==> config.mk <==
export PLATFORM = sky130hd
export DESIGN_NAME = ingress_voq_flat
export DESIGN_NICKNAME = d
export VERILOG_FILES = /design/src/rtl/ingress_voq_pkg.sv /design/src/rtl/ingress_voq_if.sv /design/src/rtl/ingress_voq_fifo.sv /design/src/rtl/ingress_voq.sv /design/src/flat_wrapper.sv
export SDC_FILE = /design/constraint.sdc
export NUM_CORES = 1
export LEC_CHECK = 0
export CAP_MARGIN = 20
export CORE_MARGIN = 2
export CORE_UTILIZATION = 57
export DETAILED_ROUTE_END_ITERATION = 7
export DONT_BUFFER_PORTS = 1
export PLACE_DENSITY = 0.73
export SLEW_MARGIN = 10
export SYNTH_ARGS = -nofsm -noshare
export SYNTH_HDL_FRONTEND = slang
export SYNTH_SLANG_ARGS = --single-unit
==> constraint.sdc <==
create_clock -name clk -period 5.4 [get_ports clk]
set_input_delay 1.08 -clock clk [delete_from_list [all_inputs] [get_ports clk]]
set_output_delay 1.08 -clock clk [all_outputs]
set_load 0.02 [all_outputs]
==> src/rtl/ingress_voq_pkg.sv <==
// Shared switch definitions: default port count, destination field position and packet word types.
package ingress_voq_pkg;
  localparam int unsigned WORD_W        = 32;
  localparam int unsigned NUM_PORTS_DEF = 4;
  localparam int unsigned PORT_W        = $clog2(NUM_PORTS_DEF);
  localparam int unsigned DEST_LSB_DEF  = WORD_W - PORT_W;
  localparam int unsigned DROP_CNT_W    = 16;

  typedef logic [PORT_W-1:0] port_idx_t;

  typedef struct packed {
    port_idx_t                  dest;
    logic [WORD_W-PORT_W-1:0]   payload;
  } packet_t;
endpackage

==> src/rtl/ingress_voq_if.sv <==
// Packet-in / scheduler-side bundle of the ingress VOQ; master drives words and dequeues.
interface ingress_voq_if
  import ingress_voq_pkg::*;
#(
  parameter int unsigned NUM_PORTS = NUM_PORTS_DEF
);
  logic                           in_valid;
  packet_t                        in_data;
  logic                           deq_en;
  logic [$clog2(NUM_PORTS)-1:0]   deq_port;
  logic [NUM_PORTS-1:0]           voq_req;
  logic [NUM_PORTS-1:0]           voq_full;
  logic                           deq_valid;
  packet_t                        deq_data;
  logic [DROP_CNT_W-1:0]          drop_count;

  modport master (
    output in_valid, in_data, deq_en, deq_port,
    input  voq_req, voq_full, deq_valid, deq_data, drop_count
  );

  modport slave (
    input  in_valid, in_data, deq_en, deq_port,
    output voq_req, voq_full, deq_valid, deq_data, drop_count
  );
endinterface

==> src/rtl/ingress_voq_fifo.sv <==
// Single circular per-destination queue; a write into a full queue is accepted only alongside a read.
module ingress_voq_fifo
  import ingress_voq_pkg::*;
#(
  parameter int unsigned DEPTH = 8
) (
  input  logic    clk,
  input  logic    reset,
  input  logic    wr_en,
  input  packet_t wr_data,
  input  logic    rd_en,
  output packet_t head_c,
  output logic    rd_ok_c,
  output logic    full,
  output logic    empty
);
  localparam int unsigned PTR_W = $clog2(DEPTH);
  localparam int unsigned CNT_W = PTR_W + 1;

  packet_t          mem_q [DEPTH];
  logic [PTR_W-1:0] wr_ptr_q, wr_ptr_d;
  logic [PTR_W-1:0] rd_ptr_q, rd_ptr_d;
  logic [CNT_W-1:0] count_q, count_d;
  logic             full_q, full_d;
  logic             empty_q, empty_d;
  logic             wr_ok;

  assign rd_ok_c = rd_en && !empty_q;
  assign wr_ok   = wr_en && (!full_q || rd_ok_c);
  assign head_c  = mem_q[rd_ptr_q];
  assign full    = full_q;
  assign empty   = empty_q;

  always_comb begin
    wr_ptr_d = wr_ptr_q;
    rd_ptr_d = rd_ptr_q;
    count_d  = count_q;
    if (wr_ok)   wr_ptr_d = PTR_W'(wr_ptr_q + PTR_W'(1));
    if (rd_ok_c) rd_ptr_d = PTR_W'(rd_ptr_q + PTR_W'(1));
    case ({wr_ok, rd_ok_c})
      2'b10:   count_d = CNT_W'(count_q + CNT_W'(1));
      2'b01:   count_d = CNT_W'(count_q - CNT_W'(1));
      default: count_d = count_q;
    endcase
    full_d  = (count_d == CNT_W'(DEPTH));
    empty_d = (count_d == CNT_W'(0));
  end

  always_ff @(posedge clk or negedge reset) begin
    if (!reset) begin
      wr_ptr_q <= '0;
      rd_ptr_q <= '0;
      count_q  <= '0;
      full_q   <= 1'b0;
      empty_q  <= 1'b1;
    end else begin
      wr_ptr_q <= wr_ptr_d;
      rd_ptr_q <= rd_ptr_d;
      count_q  <= count_d;
      full_q   <= full_d;
      empty_q  <= empty_d;
    end
  end

  // Storage is left unreset; contents behind an empty count are never observed.
  always_ff @(posedge clk) begin
    if (wr_ok) mem_q[wr_ptr_q] <= wr_data;
  end
endmodule

==> src/rtl/ingress_voq.sv <==
// Ingress virtual-output-queue buffer: steers packet words into per-destination queues, serves scheduler dequeues.
// Optional saturating drop counter built only when INGRESS_VOQ_DROP_CNT_EN is defined.
module ingress_voq
  import ingress_voq_pkg::*;
#(
  parameter int unsigned NUM_PORTS = NUM_PORTS_DEF,
  parameter int unsigned DEPTH     = 8,
  parameter int unsigned DEST_LSB  = DEST_LSB_DEF
) (
  input  logic         clk,
  input  logic         reset,
  ingress_voq_if.slave bus
);
  localparam int unsigned SEL_W = $clog2(NUM_PORTS);

  logic [SEL_W-1:0]     dest;
  logic [NUM_PORTS-1:0] wr_en, rd_en, rd_ok_c, full, empty;
  packet_t              head_c [NUM_PORTS];
  logic                 deq_valid_q, deq_valid_d;
  packet_t              deq_data_q, deq_data_d;

  assign dest = bus.in_data[DEST_LSB +: SEL_W];

  for (genvar i = 0; i < NUM_PORTS; i++) begin : g_q
    assign wr_en[i] = bus.in_valid && (dest == SEL_W'(i));
    assign rd_en[i] = bus.deq_en && (bus.deq_port == SEL_W'(i));

    ingress_voq_fifo #(.DEPTH(DEPTH)) u_fifo (
      .clk     (clk),
      .reset   (reset),
      .wr_en   (wr_en[i]),
      .wr_data (bus.in_data),
      .rd_en   (rd_en[i]),
      .head_c  (head_c[i]),
      .rd_ok_c (rd_ok_c[i]),
      .full    (full[i]),
      .empty   (empty[i])
    );
  end

  // Dequeue output register: data holds its last value when nothing is popped.
  always_comb begin
    deq_valid_d = |rd_ok_c;
    deq_data_d  = deq_data_q;
    if (|rd_ok_c) deq_data_d = head_c[bus.deq_port];
  end

  always_ff @(posedge clk or negedge reset) begin
    if (!reset) begin
      deq_valid_q <= 1'b0;
      deq_data_q  <= '0;
    end else begin
      deq_valid_q <= deq_valid_d;
      deq_data_q  <= deq_data_d;
    end
  end

  assign bus.voq_req   = ~empty;
  assign bus.voq_full  = full;
  assign bus.deq_valid = deq_valid_q;
  assign bus.deq_data  = deq_data_q;

`ifdef INGRESS_VOQ_DROP_CNT_EN
  logic                  drop_c;
  logic [DROP_CNT_W-1:0] drop_cnt_q, drop_cnt_d;

  // A full target only drops when it is not being popped in the same cycle.
  assign drop_c = bus.in_valid && full[dest] && !rd_ok_c[dest];

  always_comb begin
    drop_cnt_d = drop_cnt_q;
    if (drop_c && (drop_cnt_q != {DROP_CNT_W{1'b1}}))
      drop_cnt_d = DROP_CNT_W'(drop_cnt_q + DROP_CNT_W'(1));
  end

  always_ff @(posedge clk or negedge reset) begin
    if (!reset) drop_cnt_q <= '0;
    else        drop_cnt_q <= drop_cnt_d;
  end

  assign bus.drop_count = drop_cnt_q;
`else
  assign bus.drop_count = '0;
`endif
endmodule

==> src/flat_wrapper.sv <==
// flat-port wrapper written by rule: the top's interface ports become plain ports
module ingress_voq_flat import ingress_voq_pkg::*;
#(
  parameter int unsigned NUM_PORTS = NUM_PORTS_DEF,
  parameter int unsigned DEPTH     = 8,
  parameter int unsigned DEST_LSB  = DEST_LSB_DEF
)
  (clk, reset, bus_in_valid, bus_in_data, bus_deq_en, bus_deq_port, bus_voq_req, bus_voq_full, bus_deq_valid, bus_deq_data, bus_drop_count);
  ingress_voq_if #(.NUM_PORTS(NUM_PORTS)) bus_i ();
  input  logic clk;
  input  logic reset;
  input wire logic [$bits(bus_i.in_valid)-1:0] bus_in_valid;
  input wire logic [$bits(bus_i.in_data)-1:0] bus_in_data;
  input wire logic [$bits(bus_i.deq_en)-1:0] bus_deq_en;
  input wire logic [$bits(bus_i.deq_port)-1:0] bus_deq_port;
  output wire logic [$bits(bus_i.voq_req)-1:0] bus_voq_req;
  output wire logic [$bits(bus_i.voq_full)-1:0] bus_voq_full;
  output wire logic [$bits(bus_i.deq_valid)-1:0] bus_deq_valid;
  output wire logic [$bits(bus_i.deq_data)-1:0] bus_deq_data;
  output wire logic [$bits(bus_i.drop_count)-1:0] bus_drop_count;
  assign bus_i.in_valid = bus_in_valid;
  assign bus_i.in_data = bus_in_data;
  assign bus_i.deq_en = bus_deq_en;
  assign bus_i.deq_port = bus_deq_port;
  assign bus_voq_req = bus_i.voq_req;
  assign bus_voq_full = bus_i.voq_full;
  assign bus_deq_valid = bus_i.deq_valid;
  assign bus_deq_data = bus_i.deq_data;
  assign bus_drop_count = bus_i.drop_count;
  ingress_voq #(.NUM_PORTS(NUM_PORTS), .DEPTH(DEPTH), .DEST_LSB(DEST_LSB)) u_core (.clk(clk), .reset(reset), .bus(bus_i));
endmodule
# ---- Word-level counts from Yosys, hierarchy flattened
# Memory sizes are Yosys's and may differ from the RTL's.
# Index checks and enable logic that the tools add are counted.
dict set report op_classes {
  addsub 16
  order_cmp 1
  n_eq_ne 18
  mux 15
  bitwise 2
  n_reduce_logical 35
}
# op count
set ops {}
lappend ops {{32-bit binary-select mux with 2-bit select} 1}
lappend ops {{32-bit two-way mux} 2}
lappend ops {{4-bit case mux with 2 select lines} 4}
lappend ops {{3-bit by 1-bit adder with 3-bit output (second input constant)} 8}
lappend ops {{4-bit by 1-bit adder with 4-bit output (second input constant)} 4}
lappend ops {{2-bit == test (second input constant)} 8}
lappend ops {{4-bit == test (second input constant)} 4}
lappend ops {{1-bit logical AND} 16}
lappend ops {{4-bit zero test} 4}
lappend ops {{4-bit by 1-bit subtractor with 4-bit output (second input constant)} 4}
lappend ops {{2-bit by 1-bit == test with 1-bit output (second input constant)} 6}
lappend ops {{1-bit zero test} 8}
lappend ops {{1-bit two-way mux} 8}
lappend ops {{2-bit zero test} 2}
lappend ops {{1-bit logical OR} 4}
lappend ops {{4-bit inverter} 1}
lappend ops {{4-bit OR reduction} 1}
lappend ops {{3-bit greater-or-equal comparator (second input constant)} 1}
lappend ops {{2-bit inverter with 3-bit output} 1}
dict set report word_totals {
  reg_bits 81
  ram_bits 1024
  output_inout_bits 57
  n_memories 4
}
# memory words width rd rd_clocked_by_memory_dff write_ports line
set mem_list {}
lappend mem_list {{u_core.g_q[0].u_fifo.mem_q} 8 32 1 0 1 ingress_voq_fifo.sv:20} ;# packet_t mem_q [DEPTH];
lappend mem_list {{u_core.g_q[1].u_fifo.mem_q} 8 32 1 0 1 ingress_voq_fifo.sv:20}
lappend mem_list {{u_core.g_q[2].u_fifo.mem_q} 8 32 1 0 1 ingress_voq_fifo.sv:20}
lappend mem_list {{u_core.g_q[3].u_fifo.mem_q} 8 32 1 0 1 ingress_voq_fifo.sv:20}

# ---- Longest topological paths before layout
# Gate-level depths: netlist (run 1).
dict set report logic_depth {
  depth_word 8
  ltp_mapped 13
}

# ---- Hierarchy
# From an unflattened synthesis (run 1), not the netlist that was laid out.
dict set report unflattened {
  cells_unflattened 1933
  area_unflattened_um2 44147.3
}
# mod instances cells_each area_each_um2 seq_area_each_um2
set modules_own_cells {}
lappend modules_own_cells {ingress_voq_fifo 4 448 10478.8 7988.9}
lappend modules_own_cells {ingress_voq 1 141 2232.1 825.8}

# ---- Worst setup path before layout (run 1)
# OpenSTA, ideal clock, no wires.
dict set report synth_path {
  path_type {input to register}
  startpoint {in bus_deq_port[1]}
  endpoint {mem u_core.g_q[1].u_fifo.mem_q[2][0] in the netlist's numbering, enable pin}
  arrival_ps 4415
  t_required_ps 4932
  slack_ps 518
  cell_stages 6
  path_buffers 1
  cell_sequence {buf_4 > inv_2 > nand4_2 > a211oi_4 > nand2b_1 > nor3b_1}
}
dict set report synth_via {
  elab_chain_cells 7
}
# element line
set synth_rtl {}
lappend synth_rtl {{start: declaration} flat_wrapper.sv:15} ;# input wire logic [$bits(bus_i.deq_port)-1:0] bus_deq_port;
lappend synth_rtl {{2-bit by 1-bit == test with 1-bit output} ingress_voq.sv:26} ;# assign rd_en[i] = bus.deq_en && (bus.deq_port == SEL_W'(i));
lappend synth_rtl {{1-bit logical AND} ingress_voq.sv:26}
lappend synth_rtl {{1-bit logical AND} ingress_voq_fifo.sv:28} ;# assign rd_ok_c = rd_en && !empty_q;
lappend synth_rtl {{1-bit logical OR} ingress_voq_fifo.sv:29} ;# assign wr_ok = wr_en && (!full_q || rd_ok_c);
lappend synth_rtl {{1-bit logical AND} ingress_voq_fifo.sv:29}
lappend synth_rtl {{1-bit two-way mux} ingress_voq_fifo.sv:67} ;# if (wr_ok) mem_q[wr_ptr_q] <= wr_data;
lappend synth_rtl {{1-bit two-way mux (not written as such)} ingress_voq_fifo.sv:67}
lappend synth_rtl {{end: declaration} ingress_voq_fifo.sv:20}
# No other way between the ends.

# ---- Worst setup path in the final report (run 1)
dict set report layout_path {
  startpoint {reg u_core.g_q[0].u_fifo.empty_q}
  endpoint {reg u_core.g_q[0].u_fifo.empty_q}
}
dict set report layout_via {
  elab_chain_cells 7
  elab_cells_between_ends 8
}
# element line
set layout_rtl {}
lappend layout_rtl {{start: declaration} ingress_voq_fifo.sv:25} ;# logic empty_q, empty_d;
lappend layout_rtl {{start signal: assignment} ingress_voq_fifo.sv:61} ;# empty_q <= empty_d;
lappend layout_rtl {{1-bit zero test (*)} ingress_voq_fifo.sv:28}
lappend layout_rtl {{1-bit logical AND (*)} ingress_voq_fifo.sv:28}
lappend layout_rtl {{1-bit logical OR} ingress_voq_fifo.sv:29}
lappend layout_rtl {{1-bit logical AND} ingress_voq_fifo.sv:29}
lappend layout_rtl {{2-bit by 1-bit == test with 1-bit output or 2-bit == test (tied branches)} ingress_voq_fifo.sv:40} ;# case ({wr_ok, rd_ok_c})
lappend layout_rtl {{4-bit case mux with 2 select lines (*)} ingress_voq_fifo.sv:40}
lappend layout_rtl {{named net u_core.g_q[0].u_fifo.count_d[2]} ingress_voq_fifo.sv:23} ;# logic [CNT_W-1:0] count_q, count_d;
lappend layout_rtl {{4-bit zero test (*)} ingress_voq_fifo.sv:46} ;# empty_d = (count_d == CNT_W'(0));
lappend layout_rtl {{named net u_core.g_q[0].u_fifo.empty_d} ingress_voq_fifo.sv:25}
# The timed path passes the listed nets; every way through them passes the cells marked *.
# A chain may end at the register's enable or synchronous reset.

==> impl_metrics.prom, run 1 <==
# TYPE chip_impl_metric gauge
chip_impl_metric{name="synth_warnings",unit=""} 0
chip_impl_metric{name="area_delta_synth_final",unit="%"} 11.25
chip_impl_metric{name="cp.required",unit="ns"} 5.95
chip_impl_metric{name="power_density",unit="nW/um^2"} 477.9
chip_impl_metric{name="met1_length",unit="um"} 39650
chip_impl_metric{name="die_y",unit="um"} 278.1
chip_impl_metric{name="layout.nets",unit=""} 2339
chip_impl_metric{name="worst_pin_slew",unit="ns"} 1.155
chip_impl_info{name="type_of_the_most_critical_hold_path",value="in2async"} 1
chip_impl_metric{name="place.port_buffers",unit=""} 0
chip_impl_metric{name="ys_seq_area_share",unit="%"} 76.53
chip_impl_metric{name="dp_hpwl",unit="um"} 55060
chip_impl_info{name="crit_path_start_kind",value="register"} 1
chip_impl_metric{name="post_route_cells_drive_above_1_share",unit="%"} 17.29
chip_impl_metric{name="achievable-frequency",unit="MHz"} 319.5
chip_impl_metric{name="global_route.usage.total",unit="%"} 25.41
chip_impl_info{name="crit_path_capture_type",value="register"} 1
chip_impl_info{name="worstReg2RegStart",value="u_core.g_q[0].u_fifo.empty"} 1
chip_impl_metric{name="rr_worst_depth",unit=""} 12
chip_impl_metric{name="holdBufCountCts",unit=""} 0
chip_impl_metric{name="detail-route-antenna-nets",unit=""} 0
chip_impl_metric{name="grt_pass1_wl",unit="um"} 143400
chip_impl_metric{name="avgViaCountPerCell",unit=""} 6.422
chip_impl_info{name="critical_path.reg2reg.endpoint",value="u_core.g_q[0].u_fifo.empty"} 1
chip_impl_metric{name="cap_viol_max_count",unit=""} 0
chip_impl_metric{name="worst-path-max-fanout",unit=""} 6
chip_impl_metric{name="postSynthCellCount",unit=""} 2233
chip_impl_info{name="cts_tree",value="built"} 1
chip_impl_info{name="status",value="finished clean"} 1
chip_impl_metric{name="grt.overflow.total",unit=""} 0
chip_impl_metric{name="grt_pass1_vias",unit=""} 21700
chip_impl_metric{name="r2r_setup_slack",unit="ns"} 2.27
chip_impl_metric{name="worst_ir_drop_vdd",unit="uV"} 293.4
chip_impl_metric{name="htreeDepth",unit=""} 3
chip_impl_metric{name="final.setup_skew",unit="ns"} 0.02522
chip_impl_metric{name="synth_seq_cells",unit=""} 1105
chip_impl_metric{name="pin_count_of_the_biggest_net_entering_global_routing",unit=""} 82
chip_impl_metric{name="totalNegativeSetupSlack",unit="ns"} 0
chip_impl_metric{name="routed_wirelength",unit="um"} 96600
chip_impl_metric{name="finalNonFillerCells",unit=""} 3344
chip_impl_metric{name="timing.final.hold_violations",unit=""} 0
chip_impl_metric{name="core.rowCount",unit=""} 100
chip_impl_metric{name="die_w",unit="um"} 278.1
chip_impl_info{name="synth_ff_type",value="sky130_fd_sc_hd__edfxtp_1"} 1
chip_impl_info{name="cpMostUsedCell",value="sky130_fd_sc_hd__xor2_1"} 1
chip_impl_metric{name="floorplan.initialDensity",unit="%"} 57.54
chip_impl_metric{name="tritoncts.num_buffers",unit=""} 107
chip_impl_metric{name="remaining_drc_errors",unit=""} 0
chip_impl_metric{name="synth-edff-count",unit=""} 1024
chip_impl_info{name="cp_slowest_cell",value="sky130_fd_sc_hd__a211oi_4"} 1
chip_impl_metric{name="placed_area",unit="um^2"} 44020
chip_impl_metric{name="clk_transition_reported_paths",unit="ns"} 0.06
chip_impl_metric{name="pin_count",unit=""} 95
chip_impl_metric{name="cts.sinks",unit=""} 1105
chip_impl_metric{name="relSlewSlack",unit="%"} 22.79
chip_impl_metric{name="dieArea",unit="um^2"} 77360
chip_impl_info{name="cts.root.buffer_cell",value="sky130_fd_sc_hd__clkbuf_16"} 1
chip_impl_metric{name="mappedNetlistArea",unit="um^2"} 42840
chip_impl_metric{name="placedCellCount",unit=""} 3134
chip_impl_metric{name="postCtsSetupBuffers",unit=""} 0
chip_impl_info{name="rsz0062_at_grt",value="no"} 1
chip_impl_metric{name="layout_worst_path_cycle_share",unit="%"} 57.96
chip_impl_metric{name="leakage",unit="nW"} 15.54
chip_impl_metric{name="avgSynthCellArea",unit="um^2"} 19.18
chip_impl_info{name="maxUsedRoutingLayer",value="met4"} 1
chip_impl_metric{name="clk_path_buf_depth",unit=""} 3
chip_impl_info{name="worst-setup-path-type",value="reg2reg"} 1
chip_impl_metric{name="synthArstFlopShare",unit="%"} 7.330
chip_impl_metric{name="netlist-cell-type-count",unit=""} 54
chip_impl_info{name="setup.worst_path.start",value="u_core.g_q[0].u_fifo.empty"} 1
chip_impl_metric{name="core_region_area",unit="um^2"} 74450
chip_impl_metric{name="timing.critical_path.arrival",unit="ns"} 3.68
chip_impl_metric{name="drtPass1Iterations",unit=""} 5
chip_impl_metric{name="drv_slew",unit=""} 0
chip_impl_metric{name="stdcell_area",unit="um^2"} 47660
chip_impl_metric{name="holdWs",unit="ns"} 0.1124
chip_impl_metric{name="antenna_found_initial",unit=""} 1
chip_impl_metric{name="wire_length_on_met2",unit="um"} 46920
chip_impl_metric{name="fin_total_pwr",unit="mW"} 22.77
chip_impl_metric{name="wire_per_inst",unit="um"} 28.89
chip_impl_info{name="timing.critical_path.cells",value="inv_1 > nand3_2 > a211oi_4 > inv_1 > ha_1 > xor2_1 > ha_1 > a21oi_1 > xor2_1 > nor2_1 > xor2_1 > nor4b_1"} 1
chip_impl_metric{name="clock_latency",unit="ns"} 0.67
chip_impl_metric{name="routed-via-count",unit=""} 21480
chip_impl_metric{name="drt_iter0_drc",unit=""} 2497
chip_impl_metric{name="period_minus_slack",unit="ns"} 3.130
chip_impl_metric{name="largest_stage_delay_worst_path",unit="ns"} 0.42
chip_impl_metric{name="place.gp.congestion",unit=""} 0.8177
chip_impl_metric{name="met3RoutedLength",unit="um"} 7951
chip_impl_metric{name="post_cts_resized",unit=""} 0
chip_impl_metric{name="setup_violations",unit=""} 0
[sequential cells by signal (all words and copies together), names as in the netlist]
signal                      cells
u_core.g_q.u_fifo.mem_q      1024
u_core.g_q.u_fifo.empty         4
u_core.bus.deq_data            32
u_core.g_q.u_fifo.count_q      16
u_core.bus.deq_valid            1
u_core.g_q.u_fifo.rd_ptr_q     12
u_core.g_q.u_fifo.wr_ptr_q     12
u_core.g_q.u_fifo.full          4
[metal layers]
layer  track usage (%)  vias to the layer above
met4             7.401                        0
met2             40.38                      988
met5                 0                        -
met1             36.64                    11230
met3             4.508                      138
li1                  -                     9124
[layout make-up]
type / count / area (um^2)
clock buffer: 147 / 3044
fill: 4822 / 26790
antenna: 4 / 10.01
sequential: 1105 / 32800
multi-input combinational: 989 / 9508
tap: 969 / 1212
timing repair buffer: 59 / 570.5
inverter: 19 / 71.32
clock inverter: 52 / 436.7
[critical path: cells and delay by family, from the launching register on]
kind / cells / cell delay (ns)
and+or+nand+nor: 3 / 0.67
AOI/OAI and AO/OA: 2 / 0.59
xor gates and xnor gates: 3 / 0.53
adders and majority gates: 2 / 0.44
DFF: 1 / 0.39
buffers and inverters: 2 / 0.38
[power breakdown]
| part | leakage [nW] | internal [mW] | switching (mW) |
|---|---|---|---|
| registers | 10.2 | 9.99 | 1.10 |
| logic | 3.65 | 2.00 | 2.35 |
| clock network | 1.73 | 4.27 | 3.06 |
[metrics by stage]
| step | util, % | worst slack, ns |
|---|---|---|
| after floorplan | - | 0.5176 |
| after global placement | 59.11 | 1.883 |
| after detailed placement | 59.13 | 1.765 |
| after CTS | 63.81 | 2.283 |
| after global routing | 64.00 | 2.078 |
| final | 64.02 | 2.270 |
[worst max path at each step]
stage	to
after floorplan	u_core.g_q[1].u_fifo.mem_q[2][0]
final	u_core.g_q[0].u_fifo.empty
after global placement	u_core.g_q[0].u_fifo.empty
after global routing	u_core.g_q[0].u_fifo.empty
after CTS	u_core.g_q[0].u_fifo.empty
after detailed placement	u_core.g_q[2].u_fifo.empty
[cell usage in the layout, fill, tap and decap left out, types with 14 or more instances in the layout]
cell / n
sky130_fd_sc_hd__edfxtp_1: 1024
sky130_fd_sc_hd__mux2i_1: 262
sky130_fd_sc_hd__clkbuf_16: 112
sky130_fd_sc_hd__mux4_2: 109
sky130_fd_sc_hd__dfrtp_1: 71
sky130_fd_sc_hd__a21oi_1: 62
sky130_fd_sc_hd__o22ai_1: 62
sky130_fd_sc_hd__nand2_1: 53
sky130_fd_sc_hd__buf_4: 49
sky130_fd_sc_hd__nor2_1: 38
sky130_fd_sc_hd__a211oi_1: 36
sky130_fd_sc_hd__a22oi_1: 33
sky130_fd_sc_hd__a31oi_1: 32
sky130_fd_sc_hd__nor2b_1: 24
sky130_fd_sc_hd__clkbuf_1: 24
sky130_fd_sc_hd__nand3_1: 23
sky130_fd_sc_hd__o221ai_1: 22
sky130_fd_sc_hd__clkinv_2: 22
sky130_fd_sc_hd__xor2_1: 20
sky130_fd_sc_hd__ha_1: 20
sky130_fd_sc_hd__nand2b_1: 18
sky130_fd_sc_hd__inv_1: 17
sky130_fd_sc_hd__a22o_1: 17
sky130_fd_sc_hd__clkinv_1: 17
sky130_fd_sc_hd__mux2_2: 16
sky130_fd_sc_hd__xnor2_1: 16
sky130_fd_sc_hd__conb_1: 16
sky130_fd_sc_hd__nor4_1: 14
[cells by family after synthesis]
kind of cell,share of synthesized area [%]
xor+xnor,0.7361
other cells,0.008754
buf+inv,1.901
fa+ha+maj,0.5842
compound gates,4.968
simple gates,2.860
flops,76.53
mux,12.41
[synthesized netlist by cell type (all sizes together) (17+ instances only)]
master	instances	area share (%)
mux4	110	5.8
mux2i	262	6.1
nand2b	19	0.28
o22ai	62	0.91
a22oi	33	0.58
a21oi	62	0.72
dfrtp	77	4.5
nor2b	25	0.37
clkbuf	41	0.36
o221ai	22	0.45
xor2	20	0.41
nor2	52	0.46
ha	20	0.58
mux2	19	0.50
a211oi	40	0.82
buf	94	1.4
a31oi	32	0.47
nand3	24	0.29
a22o	17	0.35
nand2	53	0.46
inv	19	0.17
edfxtp	1024	72
No activity file was read; power rests on OpenSTA's default activity.
==> run 2: changes to the inputs <==
--- a/config.mk
+++ b/config.mk
@@ -10,7 +10,7 @@
 export CORE_UTILIZATION = 57
 export DETAILED_ROUTE_END_ITERATION = 7
 export DONT_BUFFER_PORTS = 1
-export PLACE_DENSITY = 0.73
+export PLACE_DENSITY = 0.76
 export SLEW_MARGIN = 10
 export SYNTH_ARGS = -nofsm -noshare
 export SYNTH_HDL_FRONTEND = slang
==> constraint.sdc (replaced) <==
create_clock -name clk -period 2.55 [get_ports clk]
set_input_delay 0.51 -clock clk [delete_from_list [all_inputs] [get_ports clk]]
set_output_delay 0.51 -clock clk [all_outputs]
set_load 0.02 [all_outputs]
==> run 2 against run 1 <==
  * Non-clock buffer count up 119
  * Combinational power grew to 2.7 times the previous value
  * Via count grew 6.4%
  * Register-to-register slack worse by 2.2 ns
  * Wire length rose by 10%
  * Critical path type unchanged
  * Largest cell class unchanged
  * Highest routed layer is now met5
==> impl_metrics.prom, run 2 (same netlist as run 1, synthesis figures left out) <==
# TYPE chip_impl_metric gauge
chip_impl_metric{name="grtUsageMet3",unit="%"} 6.565
chip_impl_metric{name="dieArea",unit="um^2"} 77360
chip_impl_metric{name="cp.required",unit="ns"} 3.11
chip_impl_info{name="crit_path_start_kind",value="register"} 1
chip_impl_metric{name="r2r_setup_slack",unit="ns"} 0.04
chip_impl_metric{name="die_w",unit="um"} 278.1
chip_impl_metric{name="antenna_found_initial",unit=""} 4
chip_impl_metric{name="cts.sinks",unit=""} 1105
chip_impl_metric{name="pin_count",unit=""} 95
chip_impl_metric{name="placed_area",unit="um^2"} 45420
chip_impl_metric{name="global_route.usage.total",unit="%"} 27.37
chip_impl_info{name="largest_register",value="u_core.g_q.u_fifo.mem_q"} 1
chip_impl_info{name="layout_commonest_cell",value="sky130_fd_sc_hd__edfxtp_1"} 1
chip_impl_metric{name="totalNegativeSetupSlack",unit="ns"} 0
chip_impl_metric{name="drtPass1Iterations",unit=""} 7
chip_impl_metric{name="pre_cts_slack",unit="ns"} -0.2118
chip_impl_metric{name="clock_latency",unit="ns"} 0.66
chip_impl_metric{name="leakage",unit="nW"} 16.40
chip_impl_metric{name="place.port_buffers",unit=""} 0
chip_impl_metric{name="cap_viol_max_count",unit=""} 0
chip_impl_info{name="global_route.peak_usage_layer",value="met2"} 1
chip_impl_metric{name="place.gp.congestion",unit=""} 0.7967
chip_impl_metric{name="floorplan.initialDensity",unit="%"} 57.54
chip_impl_metric{name="period_minus_slack",unit="ns"} 2.513
chip_impl_metric{name="postLayoutSetupSlackWorst",unit="ns"} 0.03731
chip_impl_metric{name="power_density",unit="nW/um^2"} 1001
chip_impl_metric{name="globalRouteMet2Util",unit="%"} 44.36
chip_impl_metric{name="final.setup_skew",unit="ns"} 0.03002
chip_impl_metric{name="timing.final.hold_violations",unit=""} 0
chip_impl_metric{name="worst-path-max-fanout",unit=""} 5
chip_impl_info{name="status",value="finished clean"} 1
chip_impl_metric{name="placedCellCount",unit=""} 3202
chip_impl_metric{name="detail-route-antenna-nets",unit=""} 0
chip_impl_metric{name="dp_hpwl",unit="um"} 57980
chip_impl_info{name="crit_path_capture_type",value="register"} 1
chip_impl_metric{name="core.rowCount",unit=""} 100
chip_impl_metric{name="grt_pass1_wl",unit="um"} 153900
chip_impl_metric{name="grt_pass1_vias",unit=""} 23400
chip_impl_info{name="rsz0062_at_grt",value="yes"} 1
chip_impl_metric{name="post_route_cells_drive_above_1_share",unit="%"} 21.09
chip_impl_metric{name="flip_flop_count_of_the_largest_register_all_copies_and_words_added",unit=""} 1024
chip_impl_info{name="worstHoldEndpoint",value="u_core.g_q[1].u_fifo.rd_ptr_q[0]"} 1
chip_impl_metric{name="timing.critical_path.arrival",unit="ns"} 3.07
chip_impl_metric{name="relSlewSlack",unit="%"} 27.77
chip_impl_metric{name="stdcell_area",unit="um^2"} 49720
chip_impl_metric{name="grt.overflow.total",unit=""} 0
chip_impl_metric{name="layout_worst_path_cycle_share",unit="%"} 98.54
chip_impl_info{name="worstReg2RegStart",value="u_core.g_q[2].u_fifo.empty"} 1
chip_impl_metric{name="achievable-frequency",unit="MHz"} 398.0
chip_impl_metric{name="drv_slew",unit=""} 0
chip_impl_metric{name="clk_path_buf_depth",unit=""} 3
chip_impl_metric{name="wire_per_inst",unit="um"} 30.75
chip_impl_metric{name="worst_ir_drop_vdd",unit="uV"} 771.8
chip_impl_info{name="timing.hold.worst.start",value="bus_deq_en"} 1
chip_impl_metric{name="tritoncts.num_buffers",unit=""} 109
chip_impl_metric{name="rr_worst_depth",unit=""} 12
chip_impl_metric{name="routed_wirelength",unit="um"} 106400
chip_impl_info{name="critical_path.reg2reg.endpoint",value="u_core.g_q[2].u_fifo.full"} 1
chip_impl_metric{name="grt.met1_usage",unit="%"} 37.16
chip_impl_info{name="cts_tree",value="built"} 1
chip_impl_metric{name="core_region_area",unit="um^2"} 74450
chip_impl_metric{name="routed-via-count",unit=""} 22850
chip_impl_metric{name="fin_total_pwr",unit="mW"} 49.76
chip_impl_metric{name="clk_transition_reported_paths",unit="ns"} 0.06
chip_impl_metric{name="remaining_drc_errors",unit=""} 0
chip_impl_info{name="layout_common_cells",value="sky130_fd_sc_hd__edfxtp_1 (1024), sky130_fd_sc_hd__mux2i_1 (262), sky130_fd_sc_hd__mux4_2 (109), sky130_fd_sc_hd__clkbuf_16 (109)"} 1
chip_impl_metric{name="pin_count_of_the_biggest_net_entering_global_routing",unit=""} 82
chip_impl_metric{name="htreeDepth",unit=""} 3
chip_impl_info{name="cts.root.buffer_cell",value="sky130_fd_sc_hd__clkbuf_16"} 1
chip_impl_metric{name="layout.nets",unit=""} 2460
chip_impl_metric{name="avgViaCountPerCell",unit=""} 6.605
chip_impl_metric{name="area_delta_synth_final",unit="%"} 16.06
chip_impl_info{name="worst-setup-path-type",value="reg2reg"} 1
chip_impl_metric{name="die_y",unit="um"} 278.1
chip_impl_metric{name="worst_pin_slew",unit="ns"} 1.080
chip_impl_metric{name="worstHoldPathCells",unit=""} 2
chip_impl_metric{name="finalNonFillerCells",unit=""} 3459
chip_impl_metric{name="setup_violations",unit=""} 0
chip_impl_metric{name="drt_iter0_drc",unit=""} 2940
chip_impl_info{name="type_of_the_most_critical_hold_path",value="in2reg"} 1
run 2: cell type report:
class	instances	area (um^2)
Clock inverter	44	364.1
Tap cell	969	1212
Multi-Input combinational cell	989	9829
Timing Repair Buffer	178	2444
Clock buffer	154	2977
Inverter	19	83.83
Sequential cell	1105	32800
Antenna cell	1	2.502
Fill cell	4467	24730
run 2: how the worst max path moves through the flow:
stage | slack, ns | end | cells past startpoint | from
after floorplan | -0.21 | u_core.g_q[0].u_fifo.mem_q[2][0] | 6 | bus_deq_port[1]
after CTS | 0.02 | u_core.bus.deq_data[1] | 6 | u_core.g_q[3].u_fifo.rd_ptr_q[0]
after detailed placement | -0.21 | u_core.g_q[0].u_fifo.empty | 11 | bus_in_data[30]
final | 0.04 | u_core.g_q[2].u_fifo.full | 12 | u_core.g_q[2].u_fifo.empty
after global placement | -0.06 | u_core.g_q[0].u_fifo.empty | 11 | bus_in_data[30]
after global routing | -0.09 | u_core.g_q[2].u_fifo.full | 12 | u_core.g_q[2].u_fifo.empty
run 2: layer usage:
metal / share of wire (%) / up-vias
met5: 0.054 / -
met4: 2.7 / 8
met3: 11 / 209
met2: 49 / 1439
met1: 37 / 11820
li1: - / 9373
run 2: timing repair:
item / CTS / global route
hold buffers: 35 / 0
pin swaps: 0 / 14
endpoints found under the setup margin: 2 / 10
resized for setup: 2 / 28
endpoints found under the hold margin: 1106 / 0
buffers inserted: 0 / 7
run 2: per-stage QoR:
| stage | utilization, % | hold WS, ns |
|---|---|---|
| global route | 66.78 | 0.04859 |
| finish | 66.78 | 0.04158 |
| floorplan | - | 0.2144 |
| CTS | 66.19 | 0.01307 |
| global placement | 61.01 | 0.2229 |
| detailed placement | 61.01 | 0.2219 |
run 2: worst max-delay path: stages, from the launching register on:
cell	delay, ns
sky130_fd_sc_hd__dfstp_2	0.37
sky130_fd_sc_hd__inv_2	0.07
sky130_fd_sc_hd__nand4b_4	0.11
sky130_fd_sc_hd__a211oi_4	0.29
sky130_fd_sc_hd__inv_2	0.08
sky130_fd_sc_hd__buf_6	0.12
sky130_fd_sc_hd__ha_4	0.16
sky130_fd_sc_hd__nand3b_1	0.18
sky130_fd_sc_hd__a211oi_2	0.24
sky130_fd_sc_hd__o21bai_1	0.13
sky130_fd_sc_hd__xor2_1	0.20
sky130_fd_sc_hd__buf_4	0.17
sky130_fd_sc_hd__nor4_4	0.28
run 2: where the power goes:
part / switching, mW / internal, mW / total, mW / leakage (nW)
clock network: 6.51 / 8.68 / 15.2 / 1.62
registers: 1.79 / 21.2 / 23.0 / 10.2
logic: 6.42 / 5.19 / 11.6 / 4.61
